==> src/rtl/nw_traceback_if.sv <==
// Score-RAM read port and alignment-op stream between the traceback engine
// and its neighbours (score RAM upstream, alignment formatter downstream).
interface nw_traceback_if #(
    parameter int CWIDTH = 2,
    parameter int SWIDTH = 16,
    parameter int IW     = 4
);
    logic                     rd_en;
    logic [IW-1:0]            rd_row;
    logic [IW-1:0]            rd_col;
    logic signed [SWIDTH-1:0] rd_data;

    logic                     out_valid;
    logic                     out_ready;
    logic [1:0]               out_op;
    logic [CWIDTH-1:0]        out_a;
    logic [CWIDTH-1:0]        out_b;
    logic                     out_last;

    modport master (
        output rd_en, rd_row, rd_col,
        input  rd_data,
        output out_valid, out_op, out_a, out_b, out_last,
        input  out_ready
    );

    modport slave (
        input  rd_en, rd_row, rd_col,
        output rd_data,
        input  out_valid, out_op, out_a, out_b, out_last,
        output out_ready
    );
endinterface

==> src/rtl/nw_traceback.sv <==
// Needleman-Wunsch traceback: walks the filled score matrix from (LENGTH,LENGTH)
// to (0,0) and streams one alignment op per step, last column first.
module nw_traceback #(
    parameter int LENGTH   = 10,
    parameter int CWIDTH   = 2,
    parameter int SWIDTH   = 16,
    parameter int MATCH    = 1,
    parameter int INDEL    = -1,
    parameter int MISMATCH = -1,
    parameter int IW       = $clog2(LENGTH + 1)
) (
    input  logic                       clk,
    input  logic                       rst_n,
    input  logic                       start,
    input  logic [LENGTH*CWIDTH-1:0]   s1,
    input  logic [LENGTH*CWIDTH-1:0]   s2,
    nw_traceback_if.master             bus,
    output logic signed [SWIDTH-1:0]   final_score,
    output logic                       busy,
    output logic                       done
);
    typedef enum logic [3:0] {
        IDLE, RD_CUR, WT_CUR, RD_DIAG, WT_DIAG, RD_UP, WT_UP, EMIT, DONE
    } state_t;

    typedef enum logic [1:0] {
        OP_MATCH = 2'd0, OP_SUB = 2'd1, OP_DEL = 2'd2, OP_INS = 2'd3
    } op_t;

    localparam logic signed [SWIDTH-1:0] W_MATCH    = SWIDTH'(MATCH);
    localparam logic signed [SWIDTH-1:0] W_MISMATCH = SWIDTH'(MISMATCH);
    localparam logic signed [SWIDTH-1:0] W_INDEL    = SWIDTH'(INDEL);
    localparam logic [IW-1:0]            LEN        = IW'(LENGTH);
    localparam logic [IW-1:0]            ONE        = IW'(1);

    function automatic logic [CWIDTH-1:0] char_at(
        input logic [LENGTH*CWIDTH-1:0] str,
        input logic [IW-1:0]            idx
    );
        char_at = '0;
        for (int unsigned k = 0; k < LENGTH; k++)
            if (IW'(k + 1) == idx) char_at = str[k*CWIDTH +: CWIDTH];
    endfunction

    state_t                   r_state, w_state_d;
    logic [IW-1:0]            r_i, r_j, w_i_d, w_j_d, w_si, w_sj;
    logic signed [SWIDTH-1:0] r_cur, r_nxt, r_final, w_cur_d, w_nxt_d, w_final_d, w_scur;
    logic [LENGTH*CWIDTH-1:0] r_s1, r_s2, w_s1_d, w_s2_d;
    op_t                      r_op, w_op_d;
    logic [CWIDTH-1:0]        r_a, r_b, w_a_d, w_b_d, w_ca, w_cb;
    logic                     r_last, w_last_d;
    logic                     r_rd_en, w_rd_en_d;
    logic [IW-1:0]            r_rd_row, r_rd_col, w_rd_row_d, w_rd_col_d;
    logic                     r_out_valid, w_out_valid_d;
    logic                     r_busy, w_busy_d, r_done, w_done_d;
    logic                     w_step;
    logic signed [SWIDTH-1:0] w_diag_w;

    assign w_ca     = char_at(r_s1, r_i);
    assign w_cb     = char_at(r_s2, r_j);
    assign w_diag_w = (w_ca == w_cb) ? W_MATCH : W_MISMATCH;

    always_comb begin
        w_state_d  = r_state;
        w_i_d      = r_i;
        w_j_d      = r_j;
        w_cur_d    = r_cur;
        w_nxt_d    = r_nxt;
        w_final_d  = r_final;
        w_s1_d     = r_s1;
        w_s2_d     = r_s2;
        w_op_d     = r_op;
        w_a_d      = r_a;
        w_b_d      = r_b;
        w_last_d   = r_last;
        w_rd_row_d = r_rd_row;
        w_rd_col_d = r_rd_col;
        w_step     = 1'b0;
        w_si       = r_i;
        w_sj       = r_j;
        w_scur     = r_cur;

        case (r_state)
            IDLE: begin
                if (start) begin
                    w_s1_d     = s1;
                    w_s2_d     = s2;
                    w_i_d      = LEN;
                    w_j_d      = LEN;
                    w_rd_row_d = LEN;
                    w_rd_col_d = LEN;
                    w_state_d  = RD_CUR;
                end
            end
            RD_CUR:  w_state_d = WT_CUR;
            WT_CUR: begin
                w_cur_d   = bus.rd_data;
                w_final_d = bus.rd_data;
                w_scur    = bus.rd_data;
                w_step    = 1'b1;
            end
            RD_DIAG: w_state_d = WT_DIAG;
            WT_DIAG: begin
                if (r_cur == bus.rd_data + w_diag_w) begin
                    w_op_d    = (w_ca == w_cb) ? OP_MATCH : OP_SUB;
                    w_a_d     = w_ca;
                    w_b_d     = w_cb;
                    w_nxt_d   = bus.rd_data;
                    w_last_d  = (r_i == ONE) && (r_j == ONE);
                    w_state_d = EMIT;
                end else begin
                    w_rd_row_d = r_i - 1'b1;
                    w_rd_col_d = r_j;
                    w_state_d  = RD_UP;
                end
            end
            RD_UP:   w_state_d = WT_UP;
            WT_UP: begin
                // Anything that is neither diagonal nor up falls to left, so an
                // inconsistent matrix still shrinks j and the walk terminates.
                if (r_cur == bus.rd_data + W_INDEL) begin
                    w_op_d   = OP_DEL;
                    w_a_d    = w_ca;
                    w_b_d    = '0;
                    w_nxt_d  = bus.rd_data;
                    w_last_d = (r_i == ONE) && (r_j == '0);
                end else begin
                    w_op_d   = OP_INS;
                    w_a_d    = '0;
                    w_b_d    = w_cb;
                    w_nxt_d  = r_cur - W_INDEL;
                    w_last_d = (r_i == '0) && (r_j == ONE);
                end
                w_state_d = EMIT;
            end
            EMIT: begin
                if (bus.out_ready) begin
                    case (r_op)
                        OP_MATCH, OP_SUB: begin
                            w_si = r_i - 1'b1;
                            w_sj = r_j - 1'b1;
                        end
                        OP_DEL:  w_si = r_i - 1'b1;
                        default: w_sj = r_j - 1'b1;
                    endcase
                    w_i_d   = w_si;
                    w_j_d   = w_sj;
                    w_cur_d = r_nxt;
                    w_scur  = r_nxt;
                    w_step  = 1'b1;
                end
            end
            DONE:    w_state_d = IDLE;
            default: w_state_d = IDLE;
        endcase

        // Edge-of-matrix steps need no read, so they re-enter EMIT directly.
        if (w_step) begin
            if ((w_si == '0) && (w_sj == '0)) begin
                w_state_d = DONE;
            end else if (w_si == '0) begin
                w_op_d    = OP_INS;
                w_a_d     = '0;
                w_b_d     = char_at(r_s2, w_sj);
                w_nxt_d   = w_scur - W_INDEL;
                w_last_d  = (w_sj == ONE);
                w_state_d = EMIT;
            end else if (w_sj == '0) begin
                w_op_d    = OP_DEL;
                w_a_d     = char_at(r_s1, w_si);
                w_b_d     = '0;
                w_nxt_d   = w_scur - W_INDEL;
                w_last_d  = (w_si == ONE);
                w_state_d = EMIT;
            end else begin
                w_rd_row_d = w_si - 1'b1;
                w_rd_col_d = w_sj - 1'b1;
                w_state_d  = RD_DIAG;
            end
        end

        w_rd_en_d     = (w_state_d == RD_CUR) || (w_state_d == RD_DIAG) || (w_state_d == RD_UP);
        w_out_valid_d = (w_state_d == EMIT);
        w_busy_d      = (w_state_d != IDLE) && (w_state_d != DONE);
        w_done_d      = (w_state_d == DONE);
    end

    always_ff @(posedge clk or negedge rst_n) begin
        if (!rst_n) begin
            r_state     <= IDLE;
            r_i         <= '0;
            r_j         <= '0;
            r_cur       <= '0;
            r_nxt       <= '0;
            r_final     <= '0;
            r_s1        <= '0;
            r_s2        <= '0;
            r_op        <= OP_MATCH;
            r_a         <= '0;
            r_b         <= '0;
            r_last      <= 1'b0;
            r_rd_en     <= 1'b0;
            r_rd_row    <= '0;
            r_rd_col    <= '0;
            r_out_valid <= 1'b0;
            r_busy      <= 1'b0;
            r_done      <= 1'b0;
        end else begin
            r_state     <= w_state_d;
            r_i         <= w_i_d;
            r_j         <= w_j_d;
            r_cur       <= w_cur_d;
            r_nxt       <= w_nxt_d;
            r_final     <= w_final_d;
            r_s1        <= w_s1_d;
            r_s2        <= w_s2_d;
            r_op        <= w_op_d;
            r_a         <= w_a_d;
            r_b         <= w_b_d;
            r_last      <= w_last_d;
            r_rd_en     <= w_rd_en_d;
            r_rd_row    <= w_rd_row_d;
            r_rd_col    <= w_rd_col_d;
            r_out_valid <= w_out_valid_d;
            r_busy      <= w_busy_d;
            r_done      <= w_done_d;
        end
    end

    assign bus.rd_en     = r_rd_en;
    assign bus.rd_row    = r_rd_row;
    assign bus.rd_col    = r_rd_col;
    assign bus.out_valid = r_out_valid;
    assign bus.out_op    = r_op;
    assign bus.out_a     = r_a;
    assign bus.out_b     = r_b;
    assign bus.out_last  = r_last;
    assign final_score   = r_final;
    assign busy          = r_busy;
    assign done          = r_done;
endmodule

==> src/flat_wrapper.sv <==
// flat-port wrapper written by rule: the top's interface ports become plain ports
module nw_traceback_flat 
#(
    parameter int LENGTH   = 10,
    parameter int CWIDTH   = 2,
    parameter int SWIDTH   = 16,
    parameter int MATCH    = 1,
    parameter int INDEL    = -1,
    parameter int MISMATCH = -1,
    parameter int IW       = $clog2(LENGTH + 1)
)
  (clk, rst_n, start, s1, s2, final_score, busy, done, bus_rd_en, bus_rd_row, bus_rd_col, bus_rd_data, bus_out_valid, bus_out_op, bus_out_a, bus_out_b, bus_out_last, bus_out_ready);
  nw_traceback_if #(.CWIDTH(CWIDTH), .SWIDTH(SWIDTH), .IW(IW)) bus_i ();
  input  logic clk;
  input  logic rst_n;
  input  logic start;
  input  logic [LENGTH*CWIDTH-1:0] s1;
  input  logic [LENGTH*CWIDTH-1:0] s2;
  output logic signed [SWIDTH-1:0] final_score;
  output logic busy;
  output logic done;
  output wire logic [$bits(bus_i.rd_en)-1:0] bus_rd_en;
  output wire logic [$bits(bus_i.rd_row)-1:0] bus_rd_row;
  output wire logic [$bits(bus_i.rd_col)-1:0] bus_rd_col;
  input wire logic [$bits(bus_i.rd_data)-1:0] bus_rd_data;
  output wire logic [$bits(bus_i.out_valid)-1:0] bus_out_valid;
  output wire logic [$bits(bus_i.out_op)-1:0] bus_out_op;
  output wire logic [$bits(bus_i.out_a)-1:0] bus_out_a;
  output wire logic [$bits(bus_i.out_b)-1:0] bus_out_b;
  output wire logic [$bits(bus_i.out_last)-1:0] bus_out_last;
  input wire logic [$bits(bus_i.out_ready)-1:0] bus_out_ready;
  assign bus_rd_en = bus_i.rd_en;
  assign bus_rd_row = bus_i.rd_row;
  assign bus_rd_col = bus_i.rd_col;
  assign bus_i.rd_data = bus_rd_data;
  assign bus_out_valid = bus_i.out_valid;
  assign bus_out_op = bus_i.out_op;
  assign bus_out_a = bus_i.out_a;
  assign bus_out_b = bus_i.out_b;
  assign bus_out_last = bus_i.out_last;
  assign bus_i.out_ready = bus_out_ready;
  nw_traceback #(.LENGTH(LENGTH), .CWIDTH(CWIDTH), .SWIDTH(SWIDTH), .MATCH(MATCH), .INDEL(INDEL), .MISMATCH(MISMATCH), .IW(IW)) u_core (.clk(clk), .rst_n(rst_n), .start(start), .s1(s1), .s2(s2), .bus(bus_i), .final_score(final_score), .busy(busy), .done(done));
endmodule
==> config.mk <==
export PLATFORM = sky130hd
export DESIGN_NAME = nw_traceback_flat
export DESIGN_NICKNAME = d
export VERILOG_FILES = /design/src/rtl/nw_traceback_if.sv /design/src/rtl/nw_traceback.sv /design/src/flat_wrapper.sv
export SDC_FILE = /design/constraint.sdc
export NUM_CORES = 1
export LEC_CHECK = 0
export ABC_CLOCK_PERIOD_IN_PS = 4900
export CAP_MARGIN = 20
export CORE_MARGIN = 4
export CORE_UTILIZATION = 59
export DETAILED_ROUTE_END_ITERATION = 8
export DONT_BUFFER_PORTS = 1
export PLACE_DENSITY = 0.78
export RECOVER_POWER = 50
export SYNTH_ARGS = -nofsm -noshare
export SYNTH_HDL_FRONTEND = slang
export SYNTH_SLANG_ARGS = --single-unit
==> constraint.sdc <==
create_clock -name clk -period 4.9 [get_ports clk]
set_input_delay 0.98 -clock clk [delete_from_list [all_inputs] [get_ports clk]]
set_output_delay 0.98 -clock clk [all_outputs]
set_load 0.05 [all_outputs]
# --- Yosys cells after proc, flatten, opt, wreduce, memory -nomap -nowiden ---
# Index checks and enable logic that the tools add are counted.
op_classes:
  n_addsub: 8
  multipliers: 0
  div: 0
  order_cmp: 0
  n_eq_ne: 63
  shifts: 0
  mux: 111
  bitwise: 0
  reduce_logical: 19
ops:
  columns: ["operator", "n"]
  rows:
  - ["16-bit 2-to-1 mux", 8]
  - ["2-bit 2-to-1 mux", 58]
  - ["4-bit 2-to-1 mux", 23]
  - ["3-bit by 4-bit == test with 1-bit output (first input constant)", 16]
  - ["16-bit case mux with 2 select lines", 2]
  - ["4-bit == test (first input constant)", 12]
  - ["16-bit == test", 2]
  - ["2-bit by 4-bit == test with 1-bit output (first input constant)", 8]
  - ["4-bit case mux with 2 select lines", 4]
  - ["16-bit by 1-bit subtractor with 16-bit output (second input constant)", 2]
  - ["4-bit case mux with 7 select lines", 1]
  - ["4-bit by 1-bit == test with 1-bit output (second input constant)", 6]
  - ["4-bit by 3-bit == test with 1-bit output (second input constant)", 6]
  - ["4-bit zero test", 5]
  - ["16-bit by 1-bit adder with 16-bit output (second input constant)", 1]
  - ["16-bit adder", 1]
  - ["1-bit by 4-bit == test with 1-bit output (first input constant)", 4]
  - ["4-bit by 1-bit subtractor with 4-bit output (second input constant)", 4]
  - ["4-bit by 2-bit == test with 1-bit output (second input constant)", 3]
  - ["2-bit case mux with 2 select lines", 3]
  - ["1-bit 2-to-1 mux", 9]
  - ["1-bit logical AND", 5]
  - ["4-bit == test (second input constant)", 1]
  - ["4-bit != test (second input constant)", 1]
  - ["other kinds (13)", 16]
totals:
  regBits: 119
  latchBits: 0
  ramBits: 0
  mem_bits_ro: 0
  inputBits: 60
  output_inout_bits: 35
  elab_cells: 219
  mem_count: 0

# --- Depth between registers and ports, before layout ---
logic_depth:
  depth_word: 21
  mapped_depth: 23
  mapped_depth_nobuf: 19

# --- Worst setup path before layout ---
# No wires, ideal clock.
synth_path:
  path_type: "reg2reg"
  startpoint: "reg u_core.r_i[0]"
  endpoint: "reg u_core.r_nxt[15]"
  setup_ns: 0.129
  arrival_time_ns: 4.662
  required_time_ns: 4.771
  setup_slack_ns: 0.108
  path_stages_with_launch: 23
  n_path_buf: 3
  period_less_slack_ns: 4.792
  path_cell_list: "dfrtp_1 -> inv_1 -> ha_1 -> buf_2 -> nor2b_1 -> a221o_1 -> a32oi_1 -> o22ai_1 -> xnor2_1 -> nand2_2 -> ha_1 -> buf_2 -> and3_1 -> buf_2 -> nand2_1 -> nor3_1 -> nor2_1 -> o311ai_1 -> and4b_2 -> and2_2 -> nand3_2 -> and3_1 -> o41a_1"
synth_via:
  elab_chain_len: 21
  elab_cells_between_ends: 36
  cone_classes: "2 x add/sub; 12 x eq/ne; 20 x mux; 2 x reduce/logical"
synth_rtl:
  columns: ["element", "line", "text"]
  rows:
  - ["from (decl)", "nw_traceback.sv:46", "logic [IW-1:0] r_i, r_j, w_i_d, w_j_d, w_si, w_sj;"]
  - ["from (signal assigned)", "nw_traceback.sv:210", "r_i <= w_i_d;"]
  - ["1-bit by 4-bit == test with 1-bit output", "nw_traceback.sv:42", "if (IW'(k + 1) == idx) char_at = str[k*CWIDTH +: CWIDTH];"]
  - ["2-bit 2-to-1 mux (10 in a row)", "nw_traceback.sv:42", null]
  - ["2-bit == test", "nw_traceback.sv:61", "assign w_diag_w = (w_ca == w_cb) ? W_MATCH : W_MISMATCH;"]
  - ["16-bit 2-to-1 mux", "nw_traceback.sv:61", null]
  - ["16-bit adder", "nw_traceback.sv:104", "if (r_cur == bus.rd_data + w_diag_w) begin"]
  - ["16-bit == test", "nw_traceback.sv:104", null]
  - ["16-bit 2-to-1 mux", "nw_traceback.sv:104", null]
  - ["16-bit case mux with 2 select lines", "nw_traceback.sv:83", "case (r_state)"]
  - ["16-bit 2-to-1 mux", "nw_traceback.sv:168", "end else if (w_sj == '0) begin"]
  - ["16-bit 2-to-1 mux", "nw_traceback.sv:161", "end else if (w_si == '0) begin"]
  - ["16-bit 2-to-1 mux", "nw_traceback.sv:159", "if ((w_si == '0) && (w_sj == '0)) begin"]
  - ["16-bit 2-to-1 mux (*)", "nw_traceback.sv:158", "if (w_step) begin"]
  - ["net u_core.w_nxt_d[15]", "nw_traceback.sv:47", "logic signed [SWIDTH-1:0] r_cur, r_nxt, r_final, w_cur_d, w_nxt_d, w_final_d, w_scur;"]
  - ["to (signal assigned)", "nw_traceback.sv:213", "r_nxt <= w_nxt_d;"]
  - ["to (decl)", "nw_traceback.sv:47", null]
# The timed path passes the listed nets; every way through them passes the cells marked *.
# A chain may end at the register's enable or synchronous reset.

# --- Final worst setup path ---
layout_path:
  startpoint: "reg u_core.r_j[0]"
  endpoint: "reg u_core.r_nxt[15]"
layout_via:
  elab_chain_len: 21
  elab_cells_between_ends: 36
  cone_classes: "2 x add/sub; 12 x eq/ne; 20 x mux; 2 x reduce/logical"
layout_rtl:
  columns: ["element", "line", "text"]
  rows:
  - ["from (decl)", "nw_traceback.sv:46", null]
  - ["from (signal assigned)", "nw_traceback.sv:211", "r_j <= w_j_d;"]
  - ["1-bit by 4-bit == test with 1-bit output", "nw_traceback.sv:42", null]
  - ["2-bit 2-to-1 mux (10 in a row)", "nw_traceback.sv:42", null]
  - ["2-bit == test", "nw_traceback.sv:61", null]
  - ["16-bit 2-to-1 mux", "nw_traceback.sv:61", null]
  - ["16-bit adder", "nw_traceback.sv:104", null]
  - ["16-bit == test", "nw_traceback.sv:104", null]
  - ["16-bit 2-to-1 mux", "nw_traceback.sv:104", null]
  - ["16-bit case mux with 2 select lines", "nw_traceback.sv:83", null]
  - ["16-bit 2-to-1 mux", "nw_traceback.sv:168", null]
  - ["16-bit 2-to-1 mux", "nw_traceback.sv:161", null]
  - ["16-bit 2-to-1 mux", "nw_traceback.sv:159", null]
  - ["16-bit 2-to-1 mux (*)", "nw_traceback.sv:158", null]
  - ["net u_core.w_nxt_d[15]", "nw_traceback.sv:47", null]
# Marks and branches as above.

==> report_table.html <==
<table>
<tr><th>Metric</th><th>Value</th></tr>
<tr><th colspan="2">Floorplan</th></tr>
<tr><td>DIE AREA</td><td>roughly 17,000 um^2</td></tr>
<tr><td>Die boundary width</td><td>about 130 um</td></tr>
<tr><td>Initial standard-cell utilization of the core</td><td>0.6073</td></tr>
<tr><td>Row count</td><td>44</td></tr>
<tr><td>Io pins</td><td>between 90 and 100</td></tr>
<tr><td>Die Y</td><td>approximately 130 um</td></tr>
<tr><td>Core Region</td><td>approximately 15,000 um^2</td></tr>
<tr><th colspan="2">Clocking</th></tr>
<tr><td>Clock tree root driver cell</td><td>clkbuf_16</td></tr>
<tr><td>CTS Hold Bufs</td><td>0</td></tr>
<tr><td>Clock latency at the later pin of the worst-skew pair</td><td>0.43 ns</td></tr>
<tr><td>CTS tree</td><td>built</td></tr>
<tr><td>Maximum buffer depth of the clock tree</td><td>2</td></tr>
<tr><td>CTS clock-pin slew for the worst setup and hold paths</td><td>~0.060 ns</td></tr>
<tr><td>Number of buffers inserted during clock tree synthesis</td><td>17</td></tr>
<tr><td>Clock Sink Count</td><td>roughly 120</td></tr>
<tr><td>Number of H-tree levels</td><td>4</td></tr>
<tr><th colspan="2">Routing</th></tr>
<tr><td>First-pass iteration count of the detailed router</td><td>6</td></tr>
<tr><td>Routed via count</td><td>approximately 8,000</td></tr>
<tr><td>Routed Antenna Nets</td><td>0</td></tr>
<tr><td>DRT iter0 DRCs</td><td>750</td></tr>
<tr><td>Routed wirelength normalized by instance count</td><td>approximately 21 um</td></tr>
<tr><td>Via-per-instance ratio</td><td>6.489</td></tr>
<tr><td>Total routed wirelength</td><td>about 26 mm</td></tr>
<tr><td>Remaining design rule violation count</td><td>0</td></tr>
<tr><th colspan="2">Yosys</th></tr>
<tr><td>Main synth FF type</td><td>dfrtp_1</td></tr>
<tr><td>Distinct cell type count after synthesis</td><td>between 90 and 100</td></tr>
<tr><td>Total of flip-flops plus latches after synthesis</td><td>approximately 120</td></tr>
<tr><td>Post-synthesis average cell area</td><td>just under 9 um^2</td></tr>
<tr><td>Cells after Synth</td><td>approximately 1,000</td></tr>
<tr><td>Number of flops mapped to enable cells by yosys</td><td>0</td></tr>
<tr><td>Ranking of synthesized cells by instance count</td><td>dfrtp_1, nand2_1, nor2_1, a21oi_1, xnor2_1</td></tr>
<tr><td>Share of the synthesized area in the top cell type</td><td>0.3336</td></tr>
<tr><td>Mapped Area</td><td>8926 um^2</td></tr>
<tr><td>Post-Syn Nets</td><td>about 1,100</td></tr>
<tr><td>Share of the yosys chip area belonging to registers</td><td>0.3336</td></tr>
<tr><td>Most instantiated library cell after synthesis</td><td>dfrtp_1</td></tr>
<tr><td>Number of warnings issued by yosys</td><td>0</td></tr>
<tr><td>Async set or reset register ratio after synthesis</td><td>1.000</td></tr>
<tr><td>Biggest area consumer among synthesized cells</td><td>dfrtp_1</td></tr>
<tr><td>Cell types occupying the most area after synthesis</td><td>dfrtp_1, ha_1, xnor2_1</td></tr>
<tr><th colspan="2">Global route</th></tr>
<tr><td>First-pass GRT wire length</td><td>about 39 mm</td></tr>
<tr><td>Number of antenna violations at the first check in global routing</td><td>0</td></tr>
<tr><td>Total congestion overflow</td><td>0</td></tr>
<tr><td>Combined global-route utilization of all metal layers</td><td>0.2975</td></tr>
<tr><td>Number of global-route vias before repair</td><td>around 7,600</td></tr>
<tr><td>Maximum number of pins on one net before global-route repair</td><td>120</td></tr>
<tr><th colspan="2">Critical path</th></tr>
<tr><td>Critical path endpoint</td><td>u_core.r_nxt[15]</td></tr>
<tr><td>Worst reg2reg startpoint</td><td>u_core.r_j[0]</td></tr>
<tr><td>Setup slack on the worst flop-to-flop path</td><td>about 0.17 ns</td></tr>
<tr><td>Required time reported for the critical path endpoint</td><td>roughly 5.2 ns</td></tr>
<tr><td>Category of the worst setup path launch point</td><td>flip-flop</td></tr>
<tr><td>Cells on worst reg2reg path</td><td>20</td></tr>
<tr><td>Most Frequent Cell on Critical Path</td><td>buf_4</td></tr>
<tr><td>Cell-by-cell trace of the critical path</td><td>buf_4 &gt; ha_2 &gt; buf_4 &gt; a2111oi_4 &gt; a211oi_2 &gt; a22o_1 &gt; xor2_2 &gt; buf_4 &gt; nand2_4 &gt; fa_2 &gt; xnor2_2 &gt; o211ai_1 &gt; a31oi_1 &gt; o2111ai_2 &gt; a211oi_2 &gt; and4b_2 &gt; and2_4 &gt; nand3_4 &gt; and3_4 &gt; o41a_1</td></tr>
<tr><td>Biggest cell delay along the critical path</td><td>0.57 ns</td></tr>
<tr><td>Crit. End Element</td><td>flip-flop</td></tr>
<tr><td>Critical Path AT</td><td>5.05 ns</td></tr>
<tr><td>Class of the most critical setup path</td><td>reg -&gt; reg</td></tr>
<tr><td>Slowest stage cell, crit path</td><td>fa_2</td></tr>
<tr><td>Start point of the critical path</td><td>u_core.r_j[0]</td></tr>
<tr><td>Critical Path Fanout Max</td><td>6</td></tr>
<tr><td>Worst R2R End</td><td>u_core.r_nxt[15]</td></tr>
<tr><th colspan="2">Placed design</th></tr>
<tr><td>Final weighted congestion in routability-driven placement</td><td>just under 1</td></tr>
<tr><td>HPWL reported at the end of detailed placement</td><td>18.34 mm</td></tr>
<tr><td>IO Port Bufs</td><td>0</td></tr>
<tr><th colspan="2">STA</th></tr>
<tr><td>Number of hold-slack violations in the final timing report</td><td>0</td></tr>
<tr><td>Maximum operating frequency</td><td>between 0.2 and 0.25 GHz</td></tr>
<tr><td>Slew at the pin closest to its max-slew limit</td><td>0.8228 ns</td></tr>
<tr><td>Final period demand of the worst path</td><td>~4.7 ns</td></tr>
<tr><td>Sum Neg Setup Slack</td><td>0 ns</td></tr>
<tr><td>Final setup violation count</td><td>0</td></tr>
<tr><td>Final Cycle Share</td><td>0.9663</td></tr>
<tr><td>Slew headroom</td><td>0.4509</td></tr>
<tr><td>Final Skew</td><td>0.006861 ns</td></tr>
<tr><td>Max-slew violation total from the final report</td><td>0</td></tr>
<tr><th colspan="2">Final layout</th></tr>
<tr><td>Share of cells above drive strength 1</td><td>0.2099</td></tr>
<tr><td>Diode insertion count for antenna repair</td><td>0</td></tr>
<tr><td>Area added between synthesis and finish</td><td>15.22%</td></tr>
<tr><td>Final net count</td><td>approximately 1,100</td></tr>
<tr><th colspan="2">Min path</th></tr>
<tr><td>Hold crit path type</td><td>in -&gt; async</td></tr>
<tr><th colspan="2">Flow run</th></tr>
<tr><td>Number of max-cap violations</td><td>0</td></tr>
<tr><th colspan="2">Outcome</th></tr>
<tr><td>Run status</td><td>completed</td></tr>
</table>
## repair_timing
| item | in CTS | in global routing |
|---|---|---|
| cloned | 0 | 1 |
| resized for setup | 1 | 65 |
| pin swaps | 1 | 26 |
| endpoints found under the setup margin | 7 | 34 |
| setup buffers | 2 | 8 |
## cell type report
type / instances / area, um^2
flip-flops and latches: 119 / 2979
well taps: 184 / 230.2
repair buffers: 72 / 556.8
fillers: 1158 / 4414
inverters: 42 / 157.7
clock buffers: 18 / 439.2
clock inverters: 14 / 197.7
multi-input cells: 783 / 5724
## sequential cells by signal, summed over array words and instances (netlist names)
signal and flops:
u_core.bus.out_b 2, u_core.bus.out_a 2, u_core.busy 1, u_core.r_s1 20, u_core.bus.rd_en 1, u_core.bus.out_op 2, u_core.r_state 4, u_core.bus.rd_row 4
u_core.bus.out_valid 1, u_core.bus.rd_col 4, u_core.r_nxt 16, u_core.final_score 16, u_core.r_s2 20, u_core.r_j 4, u_core.bus.out_last 1, u_core.r_i 4
u_core.r_cur 16, u_core.done 1
## kinds of logic after synthesis
logic type	synth area share
flip-flops	0.3336
AO/OA/AOI/OAI	0.2063
multiplexers	0.06532
adder cells (fa/ha/maj)	0.05691
buffers and inverters	0.06154
XOR/XNOR	0.08116
AND/OR/NAND/NOR	0.1951
## routing by layer
metal	vias to the layer above	global-route usage	wire length (um)
met1	3832	0.3817	10540
met4	0	0.1065	694
met2	389	0.4836	12320
li1	3704	-	-
met3	69	0.08252	2269
met5	-	0	0
## how the worst min path moves through the flow
stage / from / endpoint / slack (ns) / cells after the start
6_report: rst_n / u_core.final_score[13] / 0.25 / 0
5_1_grt: rst_n / u_core.final_score[13] / 0.23 / 0
4_1_cts: rst_n / u_core.r_cur[15] / 0.23 / 0
3_5_place_dp: u_core.r_s1[18] / u_core.r_s1[18] / 0.49 / 1
3_3_place_gp: u_core.r_s1[18] / u_core.r_s1[18] / 0.49 / 1
2_1_floorplan: u_core.r_s1[18] / u_core.r_s1[18] / 0.48 / 1
## through the flow
stage | utilization | hold slack [ns] | area, um^2 | std cells | setup slack (ns)
6_report | 0.6997 | 0.2500 | 10280 | 1232 | 0.1651
5_1_grt | 0.6997 | 0.2298 | 10280 | 1232 | -0.05940
4_1_cts | 0.6735 | 0.2321 | 9899 | 1223 | 0.001431
3_5_place_dp | 0.6279 | 0.4934 | 9230 | 1189 | -0.01496
3_3_place_gp | 0.6279 | 0.4903 | 9230 | 1189 | 0.08221
2_1_floorplan | - | 0.4794 | 8926 | 1007 | 0.1083
## cell usage in the layout, fill, tap and decap left out, types with 30 or more instances in the layout
cell | netlist | final
o21ai_0 | 47 | 44
ha_1 | 39 | 30
mux2_2 | 40 | 40
nor2_1 | 67 | 66
a21oi_1 | 64 | 60
xnor2_1 | 52 | 48
buf_4 | 1 | 70
nand3_1 | 44 | 43
dfrtp_1 | 119 | 118
inv_1 | 42 | 40
nand2_1 | 105 | 105
## worst max-delay path, delay by kind of cell, from the launching register on
kind	cells	cell delay [ns]
xor gates and xnor gates	2	0.36
DFF	1	0.41
adders and majority gates	2	0.77
buffers and inverters	3	0.50
AOI/OAI and AO/OA	8	1.75
and+or+nand+nor	5	0.83
Power is left out: the tool's default activity adds up to more than one toggle a clock period on the data nets, which glitch-free logic cannot reach.
